`src/rtl/rob_ptr_ctrl.sv`:
```
// -----------------------------------------------------------------------------
// rob_ptr_ctrl
// Reorder-buffer bookkeeping for a 16-entry ROB. It keeps the head/tail
// pointers, the occupancy count and the per-entry allocated/done bits.
// Each cycle it grants up to two ROB indices to dispatch, records completions
// from two execution ports, and retires up to two entries in program order.
//
// Ports
//   clk, rst                 clock, synchronous active-high reset
//   flush                    empty the ROB (same next state as reset)
//   alloc_a/alloc_b          dispatch slot requests
//   alloc_idx_a/alloc_idx_b  indices granted to slot A / slot B
//   alloc_ok                 comb: the current request fits in the free space
//   alloc_ovf                registered: the previous request was rejected
//   cmp{0,1}_valid/_idx      completion strobes and ROB indices
//   commit_en                retire stage can accept commits this cycle
//   commit{0,1}_valid/_idx   comb: head / head+1 retire this cycle
//   rob_head, rob_tail       oldest entry / next free entry
//   rob_count                occupied entries, 0..ROB_DEPTH
//   rob_full, rob_empty      count == ROB_DEPTH / count == 0
// -----------------------------------------------------------------------------
module rob_ptr_ctrl #(
  parameter int ROB_DEPTH = 16,
  parameter int PTR_W     = 4
) (
  input  logic             clk,
  input  logic             rst,
  input  logic             flush,
  input  logic             alloc_a,
  input  logic             alloc_b,
  output logic [PTR_W-1:0] alloc_idx_a,
  output logic [PTR_W-1:0] alloc_idx_b,
  output logic             alloc_ok,
  output logic             alloc_ovf,
  input  logic             cmp0_valid,
  input  logic [PTR_W-1:0] cmp0_idx,
  input  logic             cmp1_valid,
  input  logic [PTR_W-1:0] cmp1_idx,
  input  logic             commit_en,
  output logic             commit0_valid,
  output logic             commit1_valid,
  output logic [PTR_W-1:0] commit0_idx,
  output logic [PTR_W-1:0] commit1_idx,
  output logic [PTR_W-1:0] rob_head,
  output logic [PTR_W-1:0] rob_tail,
  output logic [PTR_W:0]   rob_count,
  output logic             rob_full,
  output logic             rob_empty
);

  localparam logic [PTR_W:0]   DEPTH_C  = (PTR_W+1)'(ROB_DEPTH);
  localparam logic [PTR_W+1:0] DEPTH_XC = (PTR_W+2)'(ROB_DEPTH);

  // ---------------------------------------------------------------------------
  // State
  // ---------------------------------------------------------------------------
  logic [PTR_W-1:0]     head_q, head_d;
  logic [PTR_W-1:0]     tail_q, tail_d;
  logic [PTR_W:0]       count_q, count_d;
  logic [ROB_DEPTH-1:0] alloc_q, alloc_d;
  logic [ROB_DEPTH-1:0] done_q, done_d;
  logic                 ovf_q, ovf_d;

  // ---------------------------------------------------------------------------
  // Allocation
  // ---------------------------------------------------------------------------
  logic [1:0]       n_alloc;
  logic [1:0]       n_alloc_acc;
  logic [PTR_W:0]   free_slots;
  logic [PTR_W-1:0] head_p1;

  assign n_alloc     = {1'b0, alloc_a} + {1'b0, alloc_b};
  // Free space comes from the registered count only; same-cycle retirements
  // do not open up room for this cycle's dispatch.
  assign free_slots  = DEPTH_C - count_q;
  assign alloc_ok    = ((PTR_W+1)'(n_alloc) <= free_slots);
  // All-or-nothing: a rejected pair allocates neither slot.
  assign n_alloc_acc = alloc_ok ? n_alloc : 2'd0;
  assign alloc_idx_a = tail_q;
  assign alloc_idx_b = tail_q + PTR_W'(alloc_a);

  // ---------------------------------------------------------------------------
  // Commit (combinational from registered state)
  // ---------------------------------------------------------------------------
  logic [1:0] n_commit;

  assign head_p1       = head_q + PTR_W'(1);
  // alloc is 0 beyond the tail, so these terms never retire past it.
  assign commit0_valid = commit_en & alloc_q[head_q] & done_q[head_q];
  assign commit1_valid = commit0_valid & alloc_q[head_p1] & done_q[head_p1];
  assign commit0_idx   = head_q;
  assign commit1_idx   = head_p1;
  assign n_commit      = {1'b0, commit0_valid} + {1'b0, commit1_valid};

  // ---------------------------------------------------------------------------
  // Per-entry next state
  // ---------------------------------------------------------------------------
  genvar gi;
  generate
    for (gi = 0; gi < ROB_DEPTH; gi++) begin : g_entry
      logic cmp_hit;
      logic commit_clr;
      logic alloc_set;
      logic alloc_nx;
      logic done_nx;

      assign cmp_hit    = (cmp0_valid && (cmp0_idx == PTR_W'(gi))) ||
                          (cmp1_valid && (cmp1_idx == PTR_W'(gi)));
      assign commit_clr = (commit0_valid && (head_q  == PTR_W'(gi))) ||
                          (commit1_valid && (head_p1 == PTR_W'(gi)));
      assign alloc_set  = alloc_ok &&
                          ((alloc_a && (alloc_idx_a == PTR_W'(gi))) ||
                           (alloc_b && (alloc_idx_b == PTR_W'(gi))));

      // A newly granted entry is never allocated in the same cycle it
      // retires, because a full ROB rejects allocation; the ordering below
      // only matters for completions racing a retirement.
      always_comb begin
        alloc_nx = alloc_q[gi];
        done_nx  = done_q[gi];
        if (cmp_hit && alloc_q[gi]) begin
          done_nx = 1'b1;
        end
        if (commit_clr) begin
          alloc_nx = 1'b0;
          done_nx  = 1'b0;
        end
        if (alloc_set) begin
          alloc_nx = 1'b1;
          done_nx  = 1'b0;
        end
      end

      assign alloc_d[gi] = alloc_nx;
      assign done_d[gi]  = done_nx;
    end
  endgenerate

  // ---------------------------------------------------------------------------
  // Pointer / count next state
  // ---------------------------------------------------------------------------
  logic [PTR_W+1:0] count_plus;

  assign count_plus = {1'b0, count_q} + (PTR_W+2)'(n_alloc_acc);
  assign head_d     = head_q + PTR_W'(n_commit);
  assign tail_d     = tail_q + PTR_W'(n_alloc_acc);
  assign count_d    = count_q + (PTR_W+1)'(n_alloc_acc) - (PTR_W+1)'(n_commit);
  assign ovf_d      = ~alloc_ok;

  always_ff @(posedge clk) begin
    if (rst || flush) begin
      head_q  <= '0;
      tail_q  <= '0;
      count_q <= '0;
      alloc_q <= '0;
      done_q  <= '0;
      ovf_q   <= 1'b0;
    end else begin
      head_q  <= head_d;
      tail_q  <= tail_d;
      count_q <= count_d;
      alloc_q <= alloc_d;
      done_q  <= done_d;
      ovf_q   <= ovf_d;
      // Occupancy must stay within 0..ROB_DEPTH.
      assert ((count_plus >= (PTR_W+2)'(n_commit)) &&
              ((count_plus - (PTR_W+2)'(n_commit)) <= DEPTH_XC));
    end
  end

  // ---------------------------------------------------------------------------
  // Status outputs; full/empty come from the count, never pointer equality.
  // ---------------------------------------------------------------------------
  assign alloc_ovf = ovf_q;
  assign rob_head  = head_q;
  assign rob_tail  = tail_q;
  assign rob_count = count_q;
  assign rob_full  = (count_q == DEPTH_C);
  assign rob_empty = (count_q == '0);

endmodule

```
`config.mk`:
```
export PLATFORM = sky130hd
export DESIGN_NAME = rob_ptr_ctrl
export DESIGN_NICKNAME = d
export VERILOG_FILES = /design/src/rtl/rob_ptr_ctrl.sv
export SDC_FILE = /design/constraint.sdc
export NUM_CORES = 1
export LEC_CHECK = 0
export BUFFER_PORTS_ARGS = -buffer_cell sky130_fd_sc_hd__buf_4
export CAP_MARGIN = 20
export CORE_AREA = 3 3 109 69
export DETAILED_ROUTE_END_ITERATION = 10
export DIE_AREA = 0 0 112 72
export GPL_TIMING_DRIVEN = 0
export PLACE_DENSITY = 0.76
export SETUP_SLACK_MARGIN = 0.02
export SKIP_CTS_REPAIR_TIMING = 1
export SLEW_MARGIN = 20
export SYNTH_ARGS = -nofsm -noshare
export SYNTH_HDL_FRONTEND = slang
export SYNTH_SLANG_ARGS = --single-unit
```
`constraint.sdc`:
```
create_clock -name clk -period 12.5 [get_ports clk]
set_input_delay 0.625 -clock clk [delete_from_list [all_inputs] [get_ports clk]]
set_output_delay 0.625 -clock clk [all_outputs]
set_load 0.1 [all_outputs]
```
==> Yosys cells after proc, flatten, opt, wreduce, memory -nomap -nowiden <==
Cells that the tools add are included.
{ "word_totals": {"elab_cells": 401, "latch_bits": 0, "inputBits": 16, "output_inout_bits": 35, "reg_bits": 46, "ram_bits": 0, "romBits": 0, "memories": 0} }
{ "op_classes": {"n_mul": 0, "bitwise": 5, "n_addsub": 9, "n_div": 0, "n_shift": 0, "n_eq_ne": 91, "n_mux": 41, "n_reduce_logical": 216, "magnitude_cmp": 3} }
{ "op_table": {"columns": ["cell", "n"], "rows": [
  ["$eq A4 B4 Y1 const B", 48],
  ["$logic_and A1 B1 Y1", 128],
  ["$eq A4 B3 Y1 const B", 24],
  ["$logic_or A1 B1 Y1", 49],
  ["$eq A4 B2 Y1 const B", 12],
  ["$reduce_or A3 Y1", 16],
  ["$mux W1", 36],
  ["$reduce_bool A2 Y1", 16],
  ["$eq A4 B1 Y1 const B", 6],
  ["$logic_not A4 Y1", 6],
  ["$bmux W1 S4", 4],
  ["$lt A4 B5 Y1 const B", 2],
  ["$add A4 B2 Y4", 2],
  ["$add A5 B2 Y5", 1],
  ["$eq A5 B5 Y1 const B", 1],
  ["$le A2 B5 Y1", 1],
  ["$logic_not A5 Y1", 1],
  ["$sub A5 B2 Y5", 1],
  ["$sub A5 B5 Y5 const A", 1],
  ["$add A1 B1 Y2", 2],
  ["$add A4 B1 Y4", 1],
  ["$add A4 B1 Y4 const B", 1],
  ["$and A1 B1 Y1", 4],
  ["$mux W2", 1],
  ["$not A1 Y1", 1]
]} }

==> Longest topological paths before layout <==
{ "logic_depth": {"word_depth": 10, "depth_mapped": 17, "depth_no_buf": 17} }

==> Worst setup path after synthesis <==
Ideal clock, no wire load.
{ "synth_timing": {"kind": "flip-flop to flip-flop", "from": "register head_q[0] (netlist: commit0_idx[0])", "to": "register count_q[4] (netlist: rob_count[4])", "t_arrival_ns": 6.448, "stages_incl_launch_ff": 17, "synth_period_minus_slack_ns": 6.519, "n_path_buf": 1, "setup_slack_ns": 5.981, "t_required_ns": 12.429, "setup_ns": 0.071, "cell_sequence": "dfxtp_1 > inv_2 > ha_1 > mux4_2 > a32oi_1 > and3_1 > buf_2 > and2_1 > ha_1 > ha_1 > inv_1 > ha_1 > fa_1 > a21oi_1 > nor2_1 > or3_1 > a21oi_1"} }
{ "synth_via": {"word_cells_on_any_way": 15, "cone_classes": "add/sub: 3; mux: 8; bitwise: 4"} }
{ "synth_rtl": {"columns": ["element", "line", "rtl"], "rows": [
  ["start: declaration", "57", "logic [PTR_W-1:0] head_q, head_d;"],
  ["start signal: assignment", "152", "head_q <= '0;"],
  ["start signal: assignment", "159", "head_q <= head_d;"],
  ["$add A4 B1 Y4 *", "87", "assign head_p1 = head_q + PTR_W'(1);"],
  ["named net commit1_idx[0]", "43", "output logic [PTR_W-1:0] commit1_idx,"],
  ["$bmux W1 S4", "90", "assign commit1_valid = commit0_valid & alloc_q[head_p1] & done_q[head_p1];"],
  ["$mux W1 (implied by the code)", "90", null],
  ["$and A1 B1 Y1", "90", null],
  ["$and A1 B1 Y1 *", "90", null],
  ["named net commit1_valid", "41", "output logic commit1_valid,"],
  ["$add A1 B1 Y2 *", "93", "assign n_commit = {1'b0, commit0_valid} + {1'b0, commit1_valid};"],
  ["$sub A5 B2 Y5 *", "147", "assign count_d = count_q + (PTR_W+1)'(n_alloc_acc) - (PTR_W+1)'(n_commit);"],
  ["end signal: assignment", "161", "count_q <= count_d;"],
  ["end: declaration", "59", "logic [PTR_W:0] count_q, count_d;"]
]} }
Mark *: on every way through the listed nets, which the timed path passes. The rest lies on a longest branch. The select of a mux whose other input is x is not followed.
A chain may end at the register's enable or synchronous reset.

==> Worst setup path after layout <==
{ "layout_timing": {"from": "register head_q[1] (netlist: commit0_idx[1])", "to": "register count_q[4] (netlist: rob_count[4])"} }
{ "layout_via": {"elab_chain_cells": 8, "word_cells_on_any_way": 15, "cone_classes": "add/sub: 3; mux: 8; bitwise: 4"} }
{ "layout_lines": {"columns": ["element", "line"], "rows": [
  ["branches (longest 6 deep; another with $add A4 B1 Y4)", null],
  ["$add A1 B1 Y2 *", "93"],
  ["$sub A5 B2 Y5 *", "147"]
]} }
Every way passes the cells marked *. The select of a mux whose other input is x is not followed.

==> flow_metrics.env <==
export IMPL_status="completed"
export IMPL_drt_pass1_iterations=5
export IMPL_reg2regPathDepth=15
export IMPL_netlist_instances=422
export IMPL_leakagePower_nw=1.72
export IMPL_grt_overflow_total=0
export IMPL_syn_area_sq_mm=0.00363
export IMPL_tightest_slew_ns=0.891
export IMPL_ant_nets=0
export IMPL_grt_pass1_vias=3429
export IMPL_final_nets=523
export IMPL_antennaDiodeCount=0
export IMPL_startpoint_type="register"
export IMPL_slowest_delay_ns=0.80
export IMPL_maxCapViolCount=0
export IMPL_rsz0062_at_grt="no"
export IMPL_synth_net_count=466
export IMPL_synthArstFlopShare_pct=0
export IMPL_r2r_setup_slack_ns=7.47
export IMPL_crit_path_end_kind="register"
export IMPL_min_path_type="reg -> reg"
export IMPL_synth_edf_count=0
export IMPL_numCtsBuffers=5
export IMPL_cts_tree="done"
export IMPL_yosys_warnings=0
export IMPL_cp_slowest_cell="nor4_1"
export IMPL_initial_core_util_pct=55.1
export IMPL_finalWirelength_um=11500
export IMPL_gp_congestion=0.982
export IMPL_ys_seq_area_share_pct=25.4
export IMPL_wl_per_cell_um=20.3
export IMPL_vias_per_cell=6.48
export IMPL_die_w_um=112
export IMPL_reg2reg_to="rob_count[4]"
export IMPL_finalHoldViolations=0
export IMPL_drt_iter0_markers=411
export IMPL_grtUsageTotal_pct=28.5
export IMPL_instances_no_fill=567
export IMPL_relSlewSlack_pct=40.1
export IMPL_syn_avg_cell_area_sq_um=8.60
export IMPL_cts_root_buffer="clkbuf_8"
export IMPL_dpl_hpwl_um=8870
export IMPL_crit_end="rob_count[4]"
export IMPL_post_route_period_util_pct=40.2
export IMPL_ys_flop_type="dfxtp_1"
export IMPL_grt_max_degree=15
export IMPL_finalSetupTns_ns=0
export IMPL_cts_reportedPaths_clkPinSlew_ns=0.09
export IMPL_finClkSkew_ns=0.00983
export IMPL_htree_levels=2
export IMPL_antenna_found_initial=0
export IMPL_ir_worst_vdd_mv=0.0874
export IMPL_clock_sinks=46
export IMPL_startpoint="commit0_idx[1]"
export IMPL_ctsLongestPathBuffers=2
export IMPL_slew_violations=0
export IMPL_num_vias=3675
export IMPL_dieHeight_um=72
export IMPL_p_per_area_mw_per_mm2=113
export IMPL_min_period_ns=5.03
export IMPL_dpl_cell_count=559
export IMPL_synth_distinct_cells=58
export IMPL_cp_required_ns=12.75
export IMPL_rows=23
export IMPL_drive_gt1_share_pct=21.7
export IMPL_clock_fmax_mhz=199
export IMPL_port_buffers=50
export IMPL_grt_pass1_wl_um=18100
export IMPL_ys_seq_elements=46
export IMPL_setup_viol_count_final=0
export IMPL_syn_to_final_growth_pct=17.3
export IMPL_clkLatencyLatePin_ns=0.31
export IMPL_core_sq_mm=0.00659
export IMPL_path_cells="ha_1, xnor2_2, nor4_1, a32oi_1, and3_1, buf_2, and2_1, ha_1, fa_1, inv_1, fa_1, a21oi_1, nor2_1, or3_1, a21oi_1"
export IMPL_path_max_fanout=13
export IMPL_drc_errors=0
export IMPL_die_area_sq_mm=0.00806
export IMPL_io_pins=51
export IMPL_r2r_start="commit0_idx[1]"
export IMPL_critical_path_class="reg -> reg"
export IMPL_cp_arrival_ns=5.28
-- registers in the layout, indices dropped and copies added (netlist names) --
| name | cells |
|---|---|
| alloc_idx_a | 4 |
| alloc_ovf | 1 |
| commit0_idx | 4 |
| alloc_q | 16 |
| done_q | 16 |
| rob_count | 5 |
-- synth_stat cells, types with 10 or more instances --
cell      count  area share, %
a21oi_1      47            6.5
a32o_1       13            3.6
and3_1       14            2.4
buf_4        10            2.1
clkbuf_1     10            1.0
dfxtp_1      46             25
ha_1         24            8.3
inv_1        23            2.4
mux4_2       11            6.8
nand2_1      39            4.0
nand3_1      13            1.8
nand4_1      13            2.2
nor2_1       20            2.1
o22ai_1      24            4.1
-- power by group --
part           switching, W  internal, W
clock network     0.0000551    0.0000853
logic              0.000134    0.0000479
registers        0.00000800     0.000152
-- placed cells by master (no fill, tap or decap), types with 10 or more instances in the layout --
cell type	instances
a21oi_1	47
a32o_1	13
nand4_1	13
o22ai_1	24
and3_1	14
clkbuf_1	10
ha_1	24
mux4_2	11
inv_1	23
dfxtp_1	46
nand2_1	39
buf_4	60
nor2_1	20
nand3_1	13
-- layout make-up --
type	instances	area, sq um
clock buffers	6	82.6
multi-input cells	322	2430
clock inverters	2	60.1
fillers	556	2330
well taps	87	109
inverters	25	93.8
flip-flops and latches	46	921
plain buffers	29	180
repair buffers	50	375
-- critical path, delay by kind of cell (launching register included) --
| family | cells | cell delay (ns) |
|---|---|---|
| simple gates | 5 | 1.66 |
| buf+inv | 2 | 0.23 |
| fa+ha+maj | 4 | 1.70 |
| xor+xnor | 1 | 0.18 |
| flops | 1 | 0.66 |
| compound gates | 3 | 0.54 |
-- cells by family after synthesis --
| group | count (synthesis) | synth area share (%) |
|---|---|---|
| AOI/OAI and AO/OA | 116 | 22.2 |
| buffers and inverters | 54 | 7.55 |
| xor gates and xnor gates | 14 | 3.59 |
| adders and majority gates | 28 | 10.5 |
| and+or+nand+nor | 148 | 22.3 |
| muxes | 16 | 8.55 |
| DFF | 46 | 25.4 |
-- layer usage --
metal / GRT usage [%] / wire, um / part of all wire (%)
met1: 41.8 / 5120 / 44
met2: 40.7 / 4720 / 41
met3: 9.67 / 1490 / 13
met4: 6.13 / 209 / 1.8
met5: 0 / 0 / 0
-- worst min-delay path by stage --
| stage | startpoint | end | cells after the start |
|---|---|---|---|
| floorplan | alloc_q[11] | alloc_q[11] | 2 |
| global placement | alloc_q[11] | alloc_q[11] | 2 |
| detailed placement | alloc_q[11] | alloc_q[11] | 2 |
| CTS | alloc_q[11] | alloc_q[11] | 2 |
| global route | alloc_q[11] | alloc_q[11] | 2 |
| finish | alloc_q[11] | alloc_q[11] | 2 |
-- metrics by stage --
| step | hold WS (ns) | power (W) | instance area (sq um) | util [%] | setup WS (ns) |
|---|---|---|---|---|---|
| floorplan | 0.455 | 0.000300 | 3630 | - | 5.98 |
| global route | 0.515 | 0.000501 | 4260 | 64.6 | 7.18 |
| detailed placement | 0.481 | 0.000342 | 4110 | 62.4 | 7.64 |
| global placement | 0.477 | 0.000338 | 4110 | 62.4 | 7.74 |
| finish | 0.498 | 0.000482 | 4260 | 64.6 | 7.47 |
| CTS | 0.495 | 0.000481 | 4260 | 64.6 | 7.62 |
Note: power is estimated with default switching activity, not from simulation.
